File: src/rtl/qam_symbol_sampler.sv
// 16-QAM symbol sampler: decimates matched-filter I/Q samples to the symbol rate, slices them and queues Gray codes.
// Define QAM_SLICER_ERR_EN to add err_i/err_q slicer-error outputs carried through the symbol FIFO.
module qam_symbol_sampler #(
    parameter int        DATA_W     = 32,
    parameter int signed THRESH     = 32'sd1073741824,
    parameter int        FIFO_DEPTH = 4
) (
    input  logic                     clk,
    input  logic                     reset,
    input  logic                     enable,
    input  logic [1:0]               baud_rate,
    input  logic [4:0]               sample_phase,
    input  logic                     in_valid,
    input  logic signed [DATA_W-1:0] sample_i,
    input  logic signed [DATA_W-1:0] sample_q,
    output logic                     sym_valid,
    input  logic                     sym_ready,
    output logic [3:0]               sym_code,
    output logic                     overflow
`ifdef QAM_SLICER_ERR_EN
    ,
    output logic signed [15:0]       err_i,
    output logic signed [15:0]       err_q
`endif
);
    localparam int AW = $clog2(FIFO_DEPTH);
`ifdef QAM_SLICER_ERR_EN
    localparam int ENTRY_W = 36;
`else
    localparam int ENTRY_W = 4;
`endif
    localparam logic signed [DATA_W-1:0] THR  = DATA_W'(THRESH);
    localparam logic signed [DATA_W-1:0] ZERO = '0;
    localparam logic [AW:0]              PTR_ONE = (AW+1)'(1);

    function automatic logic [1:0] sliceAxis(input logic signed [DATA_W-1:0] x);
        if (x < -THR)
            sliceAxis = 2'b00;
        else if (x < ZERO)
            sliceAxis = 2'b01;
        else if (x < THR)
            sliceAxis = 2'b11;
        else
            sliceAxis = 2'b10;
    endfunction

`ifdef QAM_SLICER_ERR_EN
    localparam int EW = DATA_W + 2;
    localparam logic signed [EW-1:0] THR_X     = EW'(THR);
    localparam logic signed [EW-1:0] IDEAL_IN  = THR_X >>> 1;
    localparam logic signed [EW-1:0] IDEAL_OUT = (THR_X + (THR_X <<< 1)) >>> 1;

    // Two guard bits keep x minus the outer ideal level from wrapping before the shift.
    function automatic logic signed [15:0] sliceErr(input logic signed [DATA_W-1:0] x,
                                                    input logic [1:0] code);
        logic signed [EW-1:0] ideal;
        logic signed [EW-1:0] diff;
        logic signed [EW-1:0] shifted;
        case (code)
            2'b00:   ideal = -IDEAL_OUT;
            2'b01:   ideal = -IDEAL_IN;
            2'b11:   ideal = IDEAL_IN;
            default: ideal = IDEAL_OUT;
        endcase
        diff    = EW'(x) - ideal;
        shifted = diff >>> (DATA_W - 16);
        if (shifted > EW'(32767))
            sliceErr = 16'sd32767;
        else if (shifted < EW'(-32767))
            sliceErr = -16'sd32767;
        else
            sliceErr = shifted[15:0];
    endfunction
`endif

    logic [1:0]               baud_q;
    logic [4:0]               cnt_q, cnt_d;
    logic [4:0]               spsMask, phase;
    logic                     baudChange, advance, strobe;
    logic                     s1Valid_q;
    logic signed [DATA_W-1:0] s1I_q, s1Q_q;
    logic [1:0]               codeI, codeQ;
    logic [ENTRY_W-1:0]       entry, head;
    logic [ENTRY_W-1:0]       mem_q [FIFO_DEPTH];
    logic [AW:0]              wrPtr_q, rdPtr_q;
    logic                     overflow_q;
    logic                     fifoEmpty, fifoFull, doPush, doPop;

    always_comb begin
        case (baud_rate)
            2'b00:   spsMask = 5'd31;
            2'b01:   spsMask = 5'd15;
            2'b10:   spsMask = 5'd7;
            default: spsMask = 5'd3;
        endcase
    end

    assign phase      = sample_phase & spsMask;
    assign baudChange = baud_rate != baud_q;
    assign advance    = enable && in_valid;
    assign strobe     = advance && !baudChange && (cnt_q == phase);

    // A rate change realigns the symbol counter and suppresses that cycle's strobe.
    always_comb begin
        cnt_d = cnt_q;
        if (baudChange)
            cnt_d = '0;
        else if (advance)
            cnt_d = (cnt_q == spsMask) ? 5'd0 : cnt_q + 5'd1;
    end

    always_ff @(posedge clk or posedge reset) begin
        if (reset) begin
            baud_q    <= '0;
            cnt_q     <= '0;
            s1Valid_q <= 1'b0;
            s1I_q     <= '0;
            s1Q_q     <= '0;
        end else begin
            baud_q    <= baud_rate;
            cnt_q     <= cnt_d;
            s1Valid_q <= strobe;
            if (strobe) begin
                s1I_q <= sample_i;
                s1Q_q <= sample_q;
            end
        end
    end

    assign codeI = sliceAxis(s1I_q);
    assign codeQ = sliceAxis(s1Q_q);
`ifdef QAM_SLICER_ERR_EN
    assign entry = {sliceErr(s1I_q, codeI), sliceErr(s1Q_q, codeQ), codeI, codeQ};
`else
    assign entry = {codeI, codeQ};
`endif

    assign fifoEmpty = wrPtr_q == rdPtr_q;
    assign fifoFull  = (wrPtr_q[AW-1:0] == rdPtr_q[AW-1:0]) && (wrPtr_q[AW] != rdPtr_q[AW]);
    assign doPop     = !fifoEmpty && sym_ready;
    assign doPush    = s1Valid_q && (!fifoFull || doPop);

    // A pop frees the slot in the same cycle, so push-while-full only drops without a pop.
    always_ff @(posedge clk or posedge reset) begin
        if (reset) begin
            for (int i = 0; i < FIFO_DEPTH; i++)
                mem_q[i] <= '0;
            wrPtr_q    <= '0;
            rdPtr_q    <= '0;
            overflow_q <= 1'b0;
        end else begin
            if (doPush) begin
                mem_q[wrPtr_q[AW-1:0]] <= entry;
                wrPtr_q                <= wrPtr_q + PTR_ONE;
            end
            if (doPop)
                rdPtr_q <= rdPtr_q + PTR_ONE;
            if (s1Valid_q && fifoFull && !doPop)
                overflow_q <= 1'b1;
        end
    end

    assign head      = mem_q[rdPtr_q[AW-1:0]];
    assign sym_valid = !fifoEmpty;
    assign sym_code  = head[3:0];
    assign overflow  = overflow_q;
`ifdef QAM_SLICER_ERR_EN
    assign err_i = head[35:20];
    assign err_q = head[19:4];
`endif

endmodule

File: config.mk
export PLATFORM = sky130hd
export DESIGN_NAME = qam_symbol_sampler
export DESIGN_NICKNAME = d
export VERILOG_FILES = /design/src/rtl/qam_symbol_sampler.sv
export SDC_FILE = /design/constraint.sdc
export NUM_CORES = 1
export LEC_CHECK = 0
export ABC_CLOCK_PERIOD_IN_PS = 3490
export CORE_UTILIZATION = 45
export CTS_BUF_LIST = sky130_fd_sc_hd__clkbuf_8 sky130_fd_sc_hd__clkbuf_16
export DETAILED_ROUTE_END_ITERATION = 12
export PLACE_DENSITY = 0.85
export SYNTH_ARGS = -nofsm -noshare
export SYNTH_HDL_FRONTEND = slang
export SYNTH_SLANG_ARGS = --single-unit
export TNS_END_PERCENT = 1
File: constraint.sdc
create_clock -name clk -period 3.49 [get_ports clk]
set_clock_uncertainty 0.1 [all_clocks]
set_input_delay 0.698 -clock clk [delete_from_list [all_inputs] [get_ports clk]]
set_output_delay 0.698 -clock clk [all_outputs]
set_load 0.02 [all_outputs]
==> metrics, run 1 <==
Unique masters post-synth=33; Layout fillers=310; area fraction of the dominant cell type after synthesis=0.474; Ports=82; Post-CTS Hold Fix Bufs=0; Resized cells post-CTS=0; largest vdd supply drop=between 0.00015 and 0.0002 V; switching pwr=approximately 360 uW; CTS Root Cell=clkbuf_8; GR Util All Layers=0.178; Avg Cell Area, Syn=~12 um^2; register area=876 um^2; Layout area overhead=19.9%; Seq cells post-synth=35; crit start category=register; Die Wd=66.1 um; worst skew pair latency=between 0.2 and 0.3 ns; number of synthesized flops with an enable pin=0; DP Area=~0.0021 mm^2; WS Path Type=reg2out; Die Ht=66.1 um; initial antenna violation count=0; fin crit period=about 2.8 ns; wire per inst=roughly 15 um; full die area=0.00437 mm^2; Multi-input gate area=around 900 um^2; vias in the first global route=1,217; setup total negative slack=0 ns; share of post-route cells with drive strength above 1=0.211; clock buffer depth=2; design area=0.00222 mm^2; final max-slew violation count=0; largest net degree at the start of global routing=36; Hold Fails Final Rpt=0; clk slew on worst S/H paths=roughly 0.070 ns; max cap viols=0; Site Rows=22; CTS buffer count=5; global-route wire length before repair=5.70 mm; final layout net count=roughly 260; Buffers on Ports=21; internal power=855 uW; grt total ovfl=0; Sequential Power Share=0.439; post-route insts no fill=223; number of diodes=0; Routed Antenna Nets=0; CP arrival=about 2 ns; worst-path maximum fanout=7; H-tree depth=2; Top FF cell, synth=dfrtp_1; count leader, synth=dfrtp_1; RSZ-0062 raised after global routing=no; Final Wtd Congestion=0.794; Post-DP HPWL=approximately 2.5 mm; Tcrit/Tclk final=0.793; HP Class=reg2reg; ys async rst share=1.00; post-synthesis sequential area ratio=0.474; clk sinks=35; Post-CTS Setup Bufs=0; First-pass DRT Iterations=4; CP Capture Type=output pin; worst-margin pin slew=~0.65 ns; Mapped Cells=150; synth warn=0; largest cells by area after synthesis=dfrtp_1 47%, mux2_2 12%, ha_1 5.4%, mux4_2 4.9%, xnor2_1 4.7%; via count=about 1.2k; Hold Worst Slack=0.372 ns; Comb power frac=0.254; status=completed; Commonest cells post-synth=35 x dfrtp_1, 20 x mux2_2, 11 x inv_1; Net Sw Frac=0.295; via/cell ratio=about 5.4; Leak=between 0.0009 and 0.001 uW; Yosys top cell by area=dfrtp_1; TritonCTS clock tree=built; post-synth net total=~230; Total Wirelength=3.38 mm; # placed instances=around 220; relative max-transition margin=0.562; Setup violations, final=0; DRC=0; Clk pwr share=0.307; post-synthesis cell area=about 0.0018 mm^2; CORE AREA=around 0.0038 mm^2; PD cells=between 500 and 600 mW/mm^2; Starting Density=0.486; Fmax=0.361 GHz; Worst EP required=2.69 ns; Initial DRC Count=between 100 and 150
## power groups by stage
stage | Sequential (uW) | Combinational (uW) | Clock (uW)
global placement | 534 | 294 | 0
CTS | 535 | 312 | 379
finish | 532 | 308 | 373
floorplan | 498 | 259 | 0
global route | 541 | 338 | 402
detailed placement | 543 | 310 | 0
## kinds of logic after synthesis
family | Yosys count | share of synthesized area
adders and majority gates | 8 | 0.0542
muxes | 26 | 0.182
buffers and inverters | 16 | 0.0372
and+or+nand+nor | 37 | 0.116
DFF | 35 | 0.474
AOI/OAI and AO/OA | 14 | 0.0697
xor gates and xnor gates | 14 | 0.0663
## critical path, stage by stage, from the launching register on
cell and delay [ns]:
dfrtp_1 0.52, xnor2_1 0.41, nand3_1 0.19, clkdlybuf4s50_1 0.58
## area by class of cell
type                            count  area share
Clock inverter                      2      0.0158
Clock buffer                        6      0.0373
Multi-Input combinational cell     99       0.408
Inverter                           11      0.0186
Timing Repair Buffer               22      0.0982
Sequential cell                    35       0.395
Tap cell                           48      0.0271
## stage by stage
step / setup slack (ns) / power (uW) / utilization
3_3_place_gp: 0.787 / 828 / 0.552
2_1_floorplan: 1.42 / 757 / -
3_5_place_dp: 0.674 / 853 / 0.552
5_1_grt: 0.585 / 1280 / 0.583
6_report: 0.721 / 1210 / 0.583
4_1_cts: 0.684 / 1230 / 0.583
## cells in the final DEF (no fill, tap or decap)
cell type | netlist | routed
mux2i_1 | 1 | 1
clkdlybuf4s50_1 | 0 | 21
mux2_2 | 20 | 20
ha_1 | 8 | 8
o21ai_1 | 1 | 1
bufinv_16 | 0 | 1
a41oi_4 | 1 | 1
buf_4 | 1 | 1
dfrtp_1 | 35 | 35
a311oi_2 | 1 | 1
nand3_1 | 6 | 6
mux2_1 | 1 | 1
nand2_1 | 9 | 9
a21oi_1 | 1 | 1
nand4_2 | 1 | 1
o211ai_1 | 2 | 2
clkinv_2 | 0 | 1
nor3_1 | 3 | 3
nor3_2 | 1 | 1
mux4_2 | 4 | 4
o2111ai_1 | 1 | 1
xor2_1 | 4 | 4
inv_1 | 11 | 11
o21ai_0 | 2 | 2
xnor2_1 | 10 | 10
nor4bb_1 | 3 | 3
nor2b_1 | 3 | 3
clkbuf_8 | 0 | 6
nor2_1 | 6 | 6
nor4b_1 | 4 | 4
o22ai_1 | 2 | 2
nand3b_1 | 1 | 1
a41o_1 | 1 | 1
a21bo_1 | 1 | 1
o211a_1 | 1 | 1
## path summary, 6_finish.rpt
check / from / to / slack [ns] / depth (start not counted)
min in group asynchronous: reset / rdPtr_q[0]$_DFFE_PP0P_ / 0.72 / 3
min reg2reg: overflow$_DFFE_PP0P_ / overflow$_DFFE_PP0P_ / 0.37 / 1
max reg2reg: rdPtr_q[0]$_DFFE_PP0P_ / mem_q[0]$_DFFE_PP0P_ / 1.45 / 4
max: rdPtr_q[0]$_DFFE_PP0P_ / sym_valid / 0.72 / 3
min: overflow$_DFFE_PP0P_ / overflow$_DFFE_PP0P_ / 0.37 / 1
max in group asynchronous: reset / s1Q_q[30]$_DFFE_PP0P_ / 2.26 / 3
## flip-flops by register name, indices dropped and copies added (netlist names)
| register | cells |
|---|---|
| mem_q | 16 |
| cnt_q | 5 |
| rdPtr_q | 3 |
| wrPtr_q | 3 |
| baud_q | 2 |
| s1I_q | 2 |
| s1Q_q | 2 |
| overflow | 1 |
| s1Valid_q | 1 |
## routing by layer
metal | GRT usage | wire length, um | part of all wire | vias to the layer above
li1 | - | - | - | 584
met1 | 0.204 | 1470 | 0.44 | 582
met2 | 0.319 | 1740 | 0.52 | 29
met3 | 0.0431 | 149 | 0.044 | 2
met4 | 0.0638 | 12 | 0.0036 | 0
met5 | 0 | 0 | 0 | -
Note: power is estimated with default switching activity, not from simulation.
==> inputs of run 2 (changes only) <==
Settings changed: ABC_CLOCK_PERIOD_IN_PS 3490 to 2500, CORE_UTILIZATION 45 to 38, PLACE_DENSITY 0.85 to 0.77.
Clock period 3.49 ns to 2.5 ns, I/O delays scaled along.
==> metrics, run 2 (same netlist as run 1, synthesis figures left out) <==
status=completed (unchanged); final layout net count=262 (was 258); FF-to-FF Start=rdPtr_q[1]$_DFFE_PP0P_ (was rdPtr_q[0]$_DFFE_PP0P_); top flop regs=mem_q: 16 flops, cnt_q: 5 flops (unchanged); Die Ht=71.7 um (was 66.1 um); Buffers on Ports=21 (unchanged); Initial DRC Count=67 (was 136); Layout fillers=431 (was 310); Layout area overhead=21.2% (was 19.9%); DP Area=0.00214 mm^2 (was 0.00210 mm^2); Starting Density=0.394 (was 0.486); clock buffer depth=2 (unchanged); initial antenna violation count=0 (unchanged); vias in the first global route=1,247 (was 1,217); Post-CTS Setup Bufs=0 (unchanged); Hold Worst Slack=0.373 ns (was 0.372 ns); max cap viols=0 (unchanged); largest net degree at the start of global routing=36 (unchanged); wire per inst=13.7 um (was 15.1 um); TritonCTS clock tree=built (unchanged); post-route insts no fill=233 (was 223); # placed instances=225 (was 215); register area=877 um^2 (was 876 um^2); Hold Fails Final Rpt=0 (unchanged); Final Wtd Congestion=0.757 (was 0.794); relative max-transition margin=0.705 (was 0.562); CP Capture Type=output pin (unchanged); Tcrit/Tclk final=0.929; global-route wire length before repair=5.75 mm (was 5.70 mm); WS Path Type=reg2out (unchanged); PD cells=715 mW/mm^2 (was 547 mW/mm^2); Die Wd=71.7 um (was 66.1 um); Fmax=around 0.43 GHz; Post-DP HPWL=2.31 mm (was 2.52 mm); RSZ-0062 raised after global routing=no (unchanged); crit start category=register (unchanged); clk slew on worst S/H paths=0.07 ns (about the same); Design Power=1600 uW (was 1210 uW); CTS Root Cell=clkbuf_8 (unchanged); CTS buffer count=5 (unchanged); CP arrival=1.72 ns (was 1.97 ns); Site Rows=25 (was 22); via count=1,222 (was 1,197); GR Util All Layers=0.146 (was 0.178); Setup violations, final=0 (unchanged); CORE AREA=0.00469 mm^2 (was 0.00380 mm^2); full die area=0.00515 mm^2 (was 0.00437 mm^2); First-pass DRT Iterations=4 (unchanged); via/cell ratio=5.24 (was 5.37); most frequent cells in the layout=34 x dfrtp_1, 20 x mux2_2, 17 x clkdlybuf4s50_1 (was 35 x dfrtp_1, 21 x clkdlybuf4s50_1, 20 x mux2_2); Routed Antenna Nets=0 (unchanged); Ports=82 (unchanged); largest vdd supply drop=0.000334 V (was 0.000172 V); DRC=0 (unchanged); max reg flops=16 (unchanged); Leak=0.00105 uW (was 0.000988 uW); share of post-route cells with drive strength above 1=0.235 (was 0.211); Largest Register=mem_q (unchanged); number of diodes=0 (unchanged); design area=0.00224 mm^2 (was 0.00222 mm^2); HP Class=reg2reg (unchanged); r2r setup slk=0.50 ns (was 1.45 ns); fin crit period=2.32 ns; H-tree depth=2 (unchanged); grt total ovfl=0 (unchanged); Worst Setup SP=rdPtr_q[1]$_DFFE_PP0P_ (was rdPtr_q[0]$_DFFE_PP0P_); Multi-input gate area=911 um^2 (was 903 um^2); hold path startpoint=overflow$_DFFE_PP0P_ (unchanged); most common cell after layout, fill and taps aside=dfrtp_1 (unchanged); final max-slew violation count=0 (unchanged); Worst EP required=1.90 ns (was 2.69 ns); worst-margin pin slew=0.442 ns (was 0.648 ns); worst skew pair latency=0.29 ns (was 0.28 ns); Total Wirelength=3.18 mm (was 3.38 mm); clk sinks=35 (unchanged); worst-path maximum fanout=2 (was 7)
[run 2: power breakdown]
| group | switching (uW) | internal, uW | total [uW] |
|---|---|---|---|
| combinational | 219 | 254 | 473 |
| clock | 212 | 191 | 402 |
| sequential | 81.9 | 644 | 726 |
| total | 512 | 1090 | 1600 |
[run 2: final timing paths]
path	endpoint	cells after the start
worst max-delay path	sym_code[0]	2
worst min-delay path	overflow$_DFFE_PP0P_	1
worst max register to register	mem_q[2]$_DFFE_PP0P_	6
worst min register to register	overflow$_DFFE_PP0P_	1
max in group asynchronous	rdPtr_q[0]$_DFFE_PP0P_	3
min in group asynchronous	cnt_q[2]$_DFFE_PP0P_	3
[run 2: critical path, stage by stage (launching register included)]
cell             delay [ns]
dfrtp_1                0.38
mux4_2                 0.51
clkdlybuf4s50_1        0.55
[run 2: final cells by class]
type | count | area share
clock buffers | 5 | 0.0307
clock inverters | 3 | 0.00726
inverters | 11 | 0.0184
multi-input cells | 99 | 0.407
flip-flops and latches | 35 | 0.392
well taps | 54 | 0.0302
repair buffers | 26 | 0.115
[run 2: per-layer routing]
metal | GRT usage | routed length, um | up-vias | share of wire
li1 | - | - | 592 | -
met2 | 0.237 | 1520 | 22 | 0.48
met1 | 0.190 | 1490 | 601 | 0.47
met5 | 0 | 0 | - | 0
met4 | 0.0392 | 41 | 0 | 0.013
met3 | 0.0464 | 129 | 7 | 0.041
[run 2: metrics by stage]
stage	TNS [ns]	util	worst slack, ns
6_report	0	0.477	0.178
5_1_grt	0	0.477	0.116
4_1_cts	-0.0257	0.474	-0.0257
3_5_place_dp	0	0.455	0.00278
3_3_place_gp	0	0.455	0.0405
2_1_floorplan	0	-	0.625
[run 2: what timing repair did]
item	CTS	global route
setup endpoints to repair	4	4
hold buffers	0	0
pin swaps	0	0
gates resized for setup	1	5
endpoints found under the hold margin	0	0
==> inputs of run 3 (changes only) <==
Settings changed: CAP_MARGIN set to 15.
==> results of run 3 <==
No change in the layout: final DEF, timing and power equal those of run 2.
